$ cat src/rtl/sigmoid_arbiter.sv
// Round-robin arbiter sharing one sigmoid unit between N requesters.
// A grant is held for the whole arg->res (and, when training, err->fbk) transaction.
module sigmoid_arbiter_lane (
  input  logic sel_i,
  input  logic st_arg_i,
  input  logic st_res_i,
  input  logic st_err_i,
  input  logic st_fbk_i,
  input  logic act_arg_rdy_i,
  input  logic act_res_stb_i,
  input  logic act_err_rdy_i,
  input  logic act_fbk_stb_i,
  output logic arg_rdy_o,
  output logic res_stb_o,
  output logic err_rdy_o,
  output logic fbk_stb_o
);
  assign arg_rdy_o = sel_i & st_arg_i & act_arg_rdy_i;
  assign res_stb_o = sel_i & st_res_i & act_res_stb_i;
  assign err_rdy_o = sel_i & st_err_i & act_err_rdy_i;
  assign fbk_stb_o = sel_i & st_fbk_i & act_fbk_stb_i;
endmodule

module sigmoid_arbiter #(
  parameter int N  = 4,
  parameter int IW = 2
) (
  input  logic            clk,
  input  logic            rst,
  input  logic            en,
  input  logic [N-1:0]    req_arg_stb,
  input  logic [16*N-1:0] req_arg_dat,
  output logic [N-1:0]    req_arg_rdy,
  output logic [N-1:0]    req_res_stb,
  output logic [7:0]      req_res_dat,
  input  logic [N-1:0]    req_res_rdy,
  input  logic [N-1:0]    req_err_stb,
  input  logic [16*N-1:0] req_err_dat,
  output logic [N-1:0]    req_err_rdy,
  output logic [N-1:0]    req_fbk_stb,
  output logic [15:0]     req_fbk_dat,
  input  logic [N-1:0]    req_fbk_rdy,
  output logic            act_en,
  output logic            act_arg_stb,
  output logic [15:0]     act_arg_dat,
  input  logic            act_arg_rdy,
  input  logic            act_res_stb,
  input  logic [7:0]      act_res_dat,
  output logic            act_res_rdy,
  output logic            act_err_stb,
  output logic [15:0]     act_err_dat,
  input  logic            act_err_rdy,
  input  logic            act_fbk_stb,
  input  logic [15:0]     act_fbk_dat,
  output logic            act_fbk_rdy,
  output logic [IW-1:0]   gnt,
  output logic            busy,
  output logic [15:0]     cnt
);
  typedef enum logic [2:0] {S_IDLE, S_ARG, S_RES, S_ERR, S_FBK} state_t;

  state_t          state_q;
  logic [IW-1:0]   gnt_q, ptr_q, ptr_d, pick, idx;
  logic            en_q, found, done;
  logic [15:0]     cnt_q, cnt_d;
  logic            st_arg, st_res, st_err, st_fbk;

  assign st_arg = (state_q == S_ARG);
  assign st_res = (state_q == S_RES);
  assign st_err = (state_q == S_ERR);
  assign st_fbk = (state_q == S_FBK);

  // First strobing requester at or after ptr, wrapping mod N.
  always_comb begin
    pick  = '0;
    idx   = '0;
    found = 1'b0;
    for (int k = 0; k < N; k++) begin
      idx = IW'((int'(ptr_q) + k) % N);
      if (!found && req_arg_stb[idx]) begin
        found = 1'b1;
        pick  = idx;
      end
    end
  end

  assign act_arg_stb = st_arg & req_arg_stb[gnt_q];
  assign act_arg_dat = req_arg_dat[{gnt_q, 4'b0000} +: 16];
  assign act_res_rdy = st_res & req_res_rdy[gnt_q];
  assign act_err_stb = st_err & req_err_stb[gnt_q];
  assign act_err_dat = req_err_dat[{gnt_q, 4'b0000} +: 16];
  assign act_fbk_rdy = st_fbk & req_fbk_rdy[gnt_q];

  assign req_res_dat = act_res_dat;
  assign req_fbk_dat = act_fbk_dat;
  assign act_en      = en_q;
  assign gnt         = gnt_q;
  assign busy        = (state_q != S_IDLE);
  assign cnt         = cnt_q;

  assign done  = (act_res_stb & act_res_rdy & ~en_q) | (act_fbk_stb & act_fbk_rdy);
  assign ptr_d = (gnt_q == IW'(N-1)) ? '0 : gnt_q + 1'b1;
  assign cnt_d = cnt_q + 16'd1;

  for (genvar i = 0; i < N; i++) begin : g_lane
    sigmoid_arbiter_lane u_lane (
      .sel_i        (gnt_q == IW'(i)),
      .st_arg_i     (st_arg),
      .st_res_i     (st_res),
      .st_err_i     (st_err),
      .st_fbk_i     (st_fbk),
      .act_arg_rdy_i(act_arg_rdy),
      .act_res_stb_i(act_res_stb),
      .act_err_rdy_i(act_err_rdy),
      .act_fbk_stb_i(act_fbk_stb),
      .arg_rdy_o    (req_arg_rdy[i]),
      .res_stb_o    (req_res_stb[i]),
      .err_rdy_o    (req_err_rdy[i]),
      .fbk_stb_o    (req_fbk_stb[i])
    );
  end

  always_ff @(posedge clk or posedge rst) begin
    if (rst) begin
      state_q <= S_IDLE;
      gnt_q   <= '0;
      ptr_q   <= '0;
      en_q    <= 1'b0;
      cnt_q   <= '0;
    end else begin
      if (done) begin
        ptr_q <= ptr_d;
        cnt_q <= cnt_d;
      end
      case (state_q)
        S_IDLE: if (found) begin
          gnt_q   <= pick;
          en_q    <= en;
          state_q <= S_ARG;
        end
        S_ARG: if (act_arg_stb && act_arg_rdy) state_q <= S_RES;
        S_RES: if (act_res_stb && act_res_rdy) state_q <= en_q ? S_ERR : S_IDLE;
        S_ERR: if (act_err_stb && act_err_rdy) state_q <= S_FBK;
        S_FBK: if (act_fbk_stb && act_fbk_rdy) state_q <= S_IDLE;
        default: state_q <= S_IDLE;
      endcase
    end
  end
endmodule

$ cat config.mk
export PLATFORM = sky130hd
export DESIGN_NAME = sigmoid_arbiter
export DESIGN_NICKNAME = d
export VERILOG_FILES = /design/src/rtl/sigmoid_arbiter.sv
export SDC_FILE = /design/constraint.sdc
export NUM_CORES = 1
export LEC_CHECK = 0
export CORE_AREA = 2 2 107 109
export CTS_CLUSTER_SIZE = 20
export DETAILED_ROUTE_END_ITERATION = 8
export DIE_AREA = 0 0 109 111
export PLACE_DENSITY = 0.75
export SLEW_MARGIN = 20
export SYNTH_ARGS = -nofsm -noshare
export SYNTH_HDL_FRONTEND = slang
export SYNTH_SLANG_ARGS = --single-unit
$ cat constraint.sdc
create_clock -name clk -period 1.8 [get_ports clk]
set_input_delay 0.18 -clock clk [delete_from_list [all_inputs] [get_ports clk]]
set_output_delay 0.18 -clock clk [all_outputs]
set_load 0.05 [all_outputs]
Word-level counts from Yosys, hierarchy flattened

Index checks and enable logic that the tools add are counted.

$lt $le $gt $ge: 5
Bitwise operators: 41
Multipliers: 0
Div/mod/pow operators: 0
Shifts and indexed selects: 2
Reduce and logical (&&, ||, !) cells: 15
Equality and inequality tests: 12
Multiplexer cells: 32
Add/sub/neg operators: 5

Operators by type and width:

| cell                                                                  | number |
|---|---|
| 64-bit by 7-bit variable part select with 16-bit output               | 2 |
| 1-bit bitwise AND                                                     | 39 |
| 16-bit by 1-bit adder with 16-bit output, second input constant       | 1 |
| 1-bit binary-select mux with 2-bit select                             | 8 |
| 2-bit by 3-bit < comparator with 1-bit output, second input constant  | 5 |
| 3-bit two-way mux                                                     | 5 |
| 3-bit one-hot mux with 5 select lines                                 | 1 |
| 1-bit two-way mux                                                     | 12 |
| 2-bit two-way mux                                                     | 6 |
| 2-bit != test, second input constant                                  | 5 |
| 1-bit logical AND                                                     | 7 |
| 3-bit by 2-bit equality test with 1-bit output, second input constant | 2 |
| 5-bit AND reduction                                                   | 1 |
| 2-bit by 1-bit adder with 2-bit output, second input constant         | 2 |
| 2-bit adder, second input constant                                    | 2 |
| 2-bit equality test, second input constant                            | 2 |
| 3-bit by 1-bit equality test with 1-bit output, second input constant | 1 |
| 3-bit equality test, second input constant                            | 1 |
| 1-bit zero test                                                       | 3 |
| 3-bit zero test                                                       | 1 |
| 3-bit nonzero test                                                    | 1 |
| 2-bit by 1-bit equality test with 1-bit output, second input constant | 1 |
| 2-bit zero test                                                       | 1 |
| 2-bit AND reduction                                                   | 1 |
| 2 further kinds                                                       | 2 |

Word-level logic and storage cells: 117
Memory bits (writable): 0
Register bits: 24
Bits in latches: 0
Memories kept: 0
Output and inout bits: 96
Memory bits (read-only): 0

Longest topological paths before layout

Gate-level depths: netlist of run 1.

Depth in word-level cells: 14
Mapped depth: 7

Hierarchy

Synthesis of run 1 repeated with hierarchy kept, for this count alone.

Cell total of the unflattened synthesis: 223
Area, all modules: 2537.4 um2

Modules (own cells, without submodules):

| module               | area each (um2) | cells an instance | instances |
|---|---|---|---|
| sigmoid_arbiter      | 2437.3          | 207               | 1 |
| sigmoid_arbiter_lane | 25.0            | 4                 | 4 |

Worst setup path before layout of run 1

No wires, ideal clock.

Kind: register to output
Start point: reg gnt_q[1] (netlist: gnt[1])
End point: out act_err_stb
Required time: 1.620 ns
Buffers on the path: 3
Path slack: -1.090 ns
Arrival: 2.710 ns
Cell stages (with the launch flop): 6
Cells stage by stage: dfrtp_1 buf_2 clkbuf_1 buf_1 nor2_1 nor3_1

Longest elaborated chain between the ends: 3

RTL lines:

| item                                      | line | RTL |
|---|---|---|
| start: declaration                        | 63   | `logic [IW-1:0] gnt_q, ptr_q, ptr_d, pick, idx;` |
| start signal: assignment                  | 137  | `gnt_q <= pick;` |
| 1-bit binary-select mux with 2-bit select | 90   | `assign act_err_stb = st_err & req_err_stb[gnt_q];` |
| 1-bit two-way mux (implied by the code)   | 90   |  |
| 1-bit bitwise AND                         | 90   |  |
| end: declaration                          | 50   | `output logic act_err_stb,` |

No other way between the ends. The select of a mux whose other input is x is not followed.

Final worst setup path of run 1

Start point: reg gnt_q[0] (netlist: gnt[0])
End point: out act_fbk_rdy

Longest elaborated chain between the ends: 3

RTL lines:

| item                                      | line | RTL |
|---|---|---|
| 1-bit binary-select mux with 2-bit select | 92   | `assign act_fbk_rdy = st_fbk & req_fbk_rdy[gnt_q];` |
| 1-bit two-way mux (implied by the code)   | 92   |  |
| 1-bit bitwise AND                         | 92   |  |
| end: declaration                          | 55   | `output logic act_fbk_rdy,` |

No other way between the ends. The select of a mux whose other input is x is not followed.

==> results of run 1 <==
state kept, by name, summed over array words and instances (netlist names):
name	cells
act_en	1
ptr_q	2
cnt	16
gnt	2
state_q	3
cell families (layout without fill, tap and decap cells):
group / count (synthesis) / after routing / synth area share, %
other: 0 / 1 / 0
and+or+nand+nor: 86 / 86 / 18.6
muxes: 41 / 41 / 30.7
DFF: 24 / 24 / 22.2
buffers and inverters: 61 / 276 / 14.7
xor gates and xnor gates: 15 / 15 / 4.86
adders and majority gates: 5 / 5 / 2.32
AOI/OAI and AO/OA: 25 / 25 / 6.67
per-layer routing:
metal | track usage (%) | part of all wire [%]
met5 | 0 | 0
met4 | 3.85 | 1.5
met3 | 9.64 | 12
met2 | 36.4 | 51
met1 | 23.0 | 35
power groups by stage:
| stage | Combinational (mW) | Clock, mW | Sequential (mW) |
|---|---|---|---|
| after floorplan | 3.49 | 0 | 0.989 |
| after global placement | 5.40 | 0 | 0.860 |
| after detailed placement | 5.45 | 0 | 0.870 |
| after CTS | 5.95 | 0.490 | 0.845 |
| after global routing | 6.38 | 0.513 | 0.869 |
| final | 6.10 | 0.493 | 0.842 |
worst register-to-register path, stage by stage (launching register included):
cell	delay, ns
dfrtp_2	0.41
buf_4	0.13
mux4_2	0.58
nand2_4	0.11
a21boi_4	0.21
buf_12	0.14
nor4b_4	0.04
xor2_1	0.15
worst max path at each step:
| stage | end | cells after the start | start |
|---|---|---|---|
| detailed placement | cnt[4] | 7 | act_res_stb |
| CTS | act_err_dat[10] | 4 | gnt[0] |
| global route | cnt[6] | 8 | act_res_stb |
| global placement | cnt[4] | 7 | act_res_stb |
| finish | act_fbk_rdy | 4 | gnt[0] |
| floorplan | cnt[6] | 6 | gnt[0] |
layout make-up:
class,instances,area (um2)
fill,966,5540
timing repair buffer,264,2800
multi-input combinational,172,1840
sequential,24,606
tap,143,179
clock buffer,4,78.8
inverter,8,30.0
antenna,1,2.50
timing repair:
item | 4_1_cts | 5_1_grt
gates resized for setup | 53 | 24
setup endpoints to repair | 56 | 68
buffers inserted | 7 | 5
pin swaps | 0 | 1
gates cloned | 0 | 0
per-stage QoR:
stage | hold WS, ns | instances | util (%)
4_1_cts | 0.281 | 610 | 48.5
3_5_place_dp | 0.360 | 599 | 45.6
5_1_grt | 0.320 | 616 | 50.0
6_report | 0.269 | 616 | 50.0
2_1_floorplan | 0.194 | 257 | -
3_3_place_gp | 0.360 | 599 | 45.6
cells in the final DEF (no fill, tap or decap), drive strengths merged, types with 2 or more instances in the layout:
master         count
clkdlybuf4s50    161
buf              103
mux4              33
nand2             25
dfrtp             24
and3              16
nand3             10
xor2               9
nor2               9
inv                8
xnor2              6
and2               6
a21oi              5
nor3b              5
ha                 5
o21ai              5
a211oi             4
clkbuf             4
mux2i              4
mux2               4
o221ai             3
nand3b             2
nand4              2
nor4               2
nor3               2
==> summary.txt, run 1 <==
CTS hold repair buffers: 0
WL/cell: 21.5 um
Worst hold path type: in -> async
Vias/cell: 4.87
Violated checks: setup timing
Drt first pass iters: 4
Least-Margin Pin Slew: 0.501 ns
Layout cells sized above 1: 38.3%
Fin crit share: 106%
Predominant post-synthesis flop cell: dfrtp_1
Reg2reg start: gnt[0]
Max-cap violations: 0
Worst Path Buf+Inv: 2
Dpl cell area: 5050 um2
Int Pwr: 3.76 mW
Core box area: 11100 um2
CTS tree: done
Logic pwr share: 82.0%
Port bufs: 222
Initial Util: 24.4%
Crit path launch type: flop
NetSw: 3.67 mW
Die width: 109 um
Rows: 39
Setup ws final: -0.102 ns
Layout area overhead: 105%
#FFs+latches synth: 24
Syn Area/Cell: 10.5 um2
Via count: 2998
Synth top area cells: mux4_2 28%, dfrtp_1 22%, buf_4 11%
RSZ-0062 raised after global routing: true
Final #Nets: 653
Count leader, synth: buf_4
Largest net degree at the start of global routing: 25
Cell count after synthesis: 257
Status: finished with violations
Async set or reset register ratio after synthesis: 100%
Crit path largest cell delay: 0.57 ns
GP Congestion: 0.958
Top cells by count, synth: 40 x buf_4, 33 x mux4_2, 24 x dfrtp_1, 24 x nand2_1, 16 x and3_1
Vias in the first global route: 3278
Min Tclk post-route: 1.90 ns
Max Fanout on Critical Path: 4
Antenna-violating nets left: 0
Post-synth EDFFs: 0
Syn_nets: 437
H-Tree Depth: 1
CTS Buf Count: 3
WP data arrival: 1.72 ns
F_max: 0.526 GHz
CP endpoint kind: primary output
IO Pins: 271
CP Data Required Time: 1.62 ns
DP HPWL: 11300 um
Die area: 12100 um2
Initial antenna violation count: 1
Sequential share of the synthesized area: 22.2%
Layout Skew: 0.00151 ns
Critical path class: reg -> out
Slowest-stage cell, CP: mux4_2
Die Y: 111 um
Synth Cell Area: 2700 um2
Ys Warns: 0
Post-Route Setup TNS: -2.17 ns
Clk Latency, worst-skew pair: 0.26 ns
Final instance area: 5540 um2
Setup WS pre-CTS: -0.181 ns
CTS clk-pin slew, worst paths: 0.06 ns
Initial DRC count: 124
Hold violation count in the final report: 0
Leading area contributor after synthesis: mux4_2
Switch share: 49.4%
R2r setup slk: -0.09 ns
Fin. max-slew vios: 0
Clk pwr share: 6.6%
Delay-heaviest family, CP: multiplexers
Reg power frac: 11.3%
Worst r2r path cells: 7
Leakage Power: 2.30 nW
CTS Buffer Depth: 2
Slew headroom: 66.5%
Post-synthesis cell type count: 48
Tot Pwr: 7.43 mW
GRT Total Usage: 20.8%
Drc violations: 0
GR Overflow Total: 0
Yosys top cell area share: 27.5%
Final Setup Violations: 38
Clock sinks: 24
Cells along the critical path: buf_4 > mux4_2 > and2_4 > buf_6
Pwr dens: 1340 nW/um2
Reg2Reg Capture Point: cnt[6]
First-pass GRT wire length: 18900 um
Final WL: 13200 um
Max IR drop VDD: 0.927 mV
Root Driver: clkbuf_16
(Power assumes the default switching activity.)
==> run 2, diff against run 1 <==
- CELL_PAD_IN_SITES_DETAIL_PLACEMENT: default -> 0
- CELL_PAD_IN_SITES_GLOBAL_PLACEMENT: default -> 1
- CORE_AREA: 2 2 107 109 -> default
- CORE_UTILIZATION: default -> 18
- DIE_AREA: 0 0 109 111 -> default
- PLACE_DENSITY: 0.75 -> 0.8
==> run 2 against run 1 <==
The flow still finishes with violations (setup timing). Critical path depth up 3. Clock power fell by 3%. Via count up 1.2%. Clock skew hardly changed. Non-clock buffer count grew 9. Setup slack worse by 0.030 ns. Routed wire length decreased by 8.5%. Total power grew 4.0%. Critical path type unchanged. Critical endpoint is now act_res_rdy. Largest cell class unchanged. Largest power group unchanged.
==> summary.txt, run 2 (same netlist as run 1, synthesis figures left out) <==
Core box area: 14600 um2
Critical path class: reg -> out
Final WL: 12100 um
GP Congestion: 0.814
CTS tree: done
Root Driver: clkbuf_16
Die Y: 125 um
IO Pins: 271
WP data arrival: 1.75 ns
Number of flip-flops under the largest register name: 16
Final Setup Violations: 46
Switch share: 48.0%
Int Pwr: 4.02 mW
Dpl cell area: 5070 um2
Initial Util: 18.5%
Crit path largest cell delay: 0.45 ns
GRT Total Usage: 15.0%
Vias/cell: 4.55
Cell repeated most along the worst path: buf_12
Min Tclk post-route: 1.93 ns
Commonest cells after routing, fill and taps aside: 156 x clkdlybuf4s50_1, 56 x buf_4, 34 x buf_6, 33 x mux4_2, 21 x dfrtp_1
Worst r2r path cells: 6
WL/cell: 18.1 um
Drc violations: 0
Antenna-violating nets left: 0
Final Instance Count excl. Fillers: 667
CP endpoint kind: primary output
Worst hold path type: in -> async
Rows: 44
Cells along the critical path: buf_12 > buf_12 > mux2_4 > nor2_4 > a21oi_2 > and2_4 > buf_12
Die area: 15500 um2
F_max: 0.518 GHz
Setup ws final: -0.132 ns
Layout cells sized above 1: 43.0%
Worst setup path end: act_res_rdy
Layout area overhead: 114%
Die width: 125 um
Worst Setup SP: gnt[0]
NetSw: 3.71 mW
DP HPWL: 9800 um
Clk Latency, worst-skew pair: 0.25 ns
Drt first pass iters: 4
H-Tree Depth: 1
CTS hold repair buffers: 0
Fin crit share: 107%
Reg2reg start: gnt[0]
Max IR drop VDD: 0.463 mV
Via count: 3033
Final instance area: 5770 um2
Vias in the first global route: 3241
Initial DRC count: 99
Max Fanout on Critical Path: 3
Setup WS pre-CTS: -0.210 ns
Slowest-stage cell, CP: dfrtp_2
CTS Buffer Depth: 2
CP Data Required Time: 1.62 ns
Violated checks: setup timing
Logic pwr share: 82.9%
Fin. max-slew vios: 0
Commonest non-fill, non-tap cell in the layout: clkdlybuf4s50_1
Clk pwr share: 6.2%
Clock sinks: 24
Layout Skew: 0.00187 ns
GR Overflow Total: 0
Initial antenna violation count: 2
Slew headroom: 61.3%
Final #Nets: 662
Max-cap violations: 0
Reg power frac: 11.0%
CTS clk-pin slew, worst paths: 0.06 ns
R2r setup slk: -0.08 ns
Least-Margin Pin Slew: 0.576 ns
Final-layout fill cell count: 1383
Hold violation count in the final report: 0
Cell count after placement: 641
Crit path launch type: flop
CTS Buf Count: 3
Port bufs: 222
First-pass GRT wire length: 18200 um
Largest net degree at the start of global routing: 25
RSZ-0062 raised after global routing: true
Pwr dens: 1340 nW/um2
Leakage Power: 2.40 nW
Status: finished with violations
Post-Route Setup TNS: -3.32 ns
Reg2Reg Capture Point: cnt[0]
[run 2: final cells by class]
type / instances / area, um2 / share of cell area [%]
diodes: 2 / 5.00 / 0.0867
clock buffers: 4 / 78.8 / 1.37
inverters: 8 / 33.8 / 0.585
multi-input cells: 172 / 1920 / 33.3
flip-flops and latches: 24 / 604 / 10.5
well taps: 184 / 230 / 3.99
repair buffers: 273 / 2900 / 50.2
[run 2: what timing repair did]
| item | in CTS | in global routing |
|---|---|---|
| pin swaps | 7 | 14 |
| setup endpoints to repair | 61 | 73 |
| cloned | 3 | 0 |
| resized for setup | 67 | 34 |
| hold endpoints to repair | 0 | 0 |
| buffers inserted | 16 | 2 |
[run 2: worst min-delay path by stage]
| stage | start | end | depth (start not counted) |
|---|---|---|---|
| 2_1_floorplan | rst | act_en | 1 |
| 3_3_place_gp | act_fbk_dat[1] | req_fbk_dat[1] | 0 |
| 3_5_place_dp | act_fbk_dat[1] | req_fbk_dat[1] | 0 |
| 4_1_cts | rst | cnt[4] | 3 |
| 5_1_grt | rst | cnt[4] | 3 |
| 6_report | rst | cnt[3] | 3 |
[run 2: power by group through the flow]
stage	Clock [mW]	Sequential, mW	Combinational (mW)
finish	0.478	0.848	6.41
global route	0.511	0.869	6.69
CTS	0.482	0.836	6.29
detailed placement	0	0.861	5.33
global placement	0	0.850	5.29
floorplan	0	0.989	3.49
[run 2: worst max-delay path, delay by kind of cell (launching register included)]
kind | cells | cell delay (ns)
buf+inv | 3 | 0.40
flops | 1 | 0.45
mux | 1 | 0.34
simple gates | 2 | 0.26
compound gates | 1 | 0.05
[run 2: stage by stage]
stage	power, mW	util (%)	hold slack (ns)
floorplan	4.48	-	0.194
global placement	6.14	34.8	0.360
detailed placement	6.19	34.8	0.360
CTS	7.60	38.6	0.292
global route	8.07	39.6	0.318
finish	7.73	39.6	0.277
[run 2: metal layers]
metal | part of all wire, % | up-vias | global-route usage, %
li1 | - | 1374 | -
met1 | 38 | 1509 | 16.3
met4 | 2.1 | 0 | 3.19
met3 | 5.6 | 11 | 2.96
met5 | 0 | - | 0
met2 | 54 | 139 | 29.2
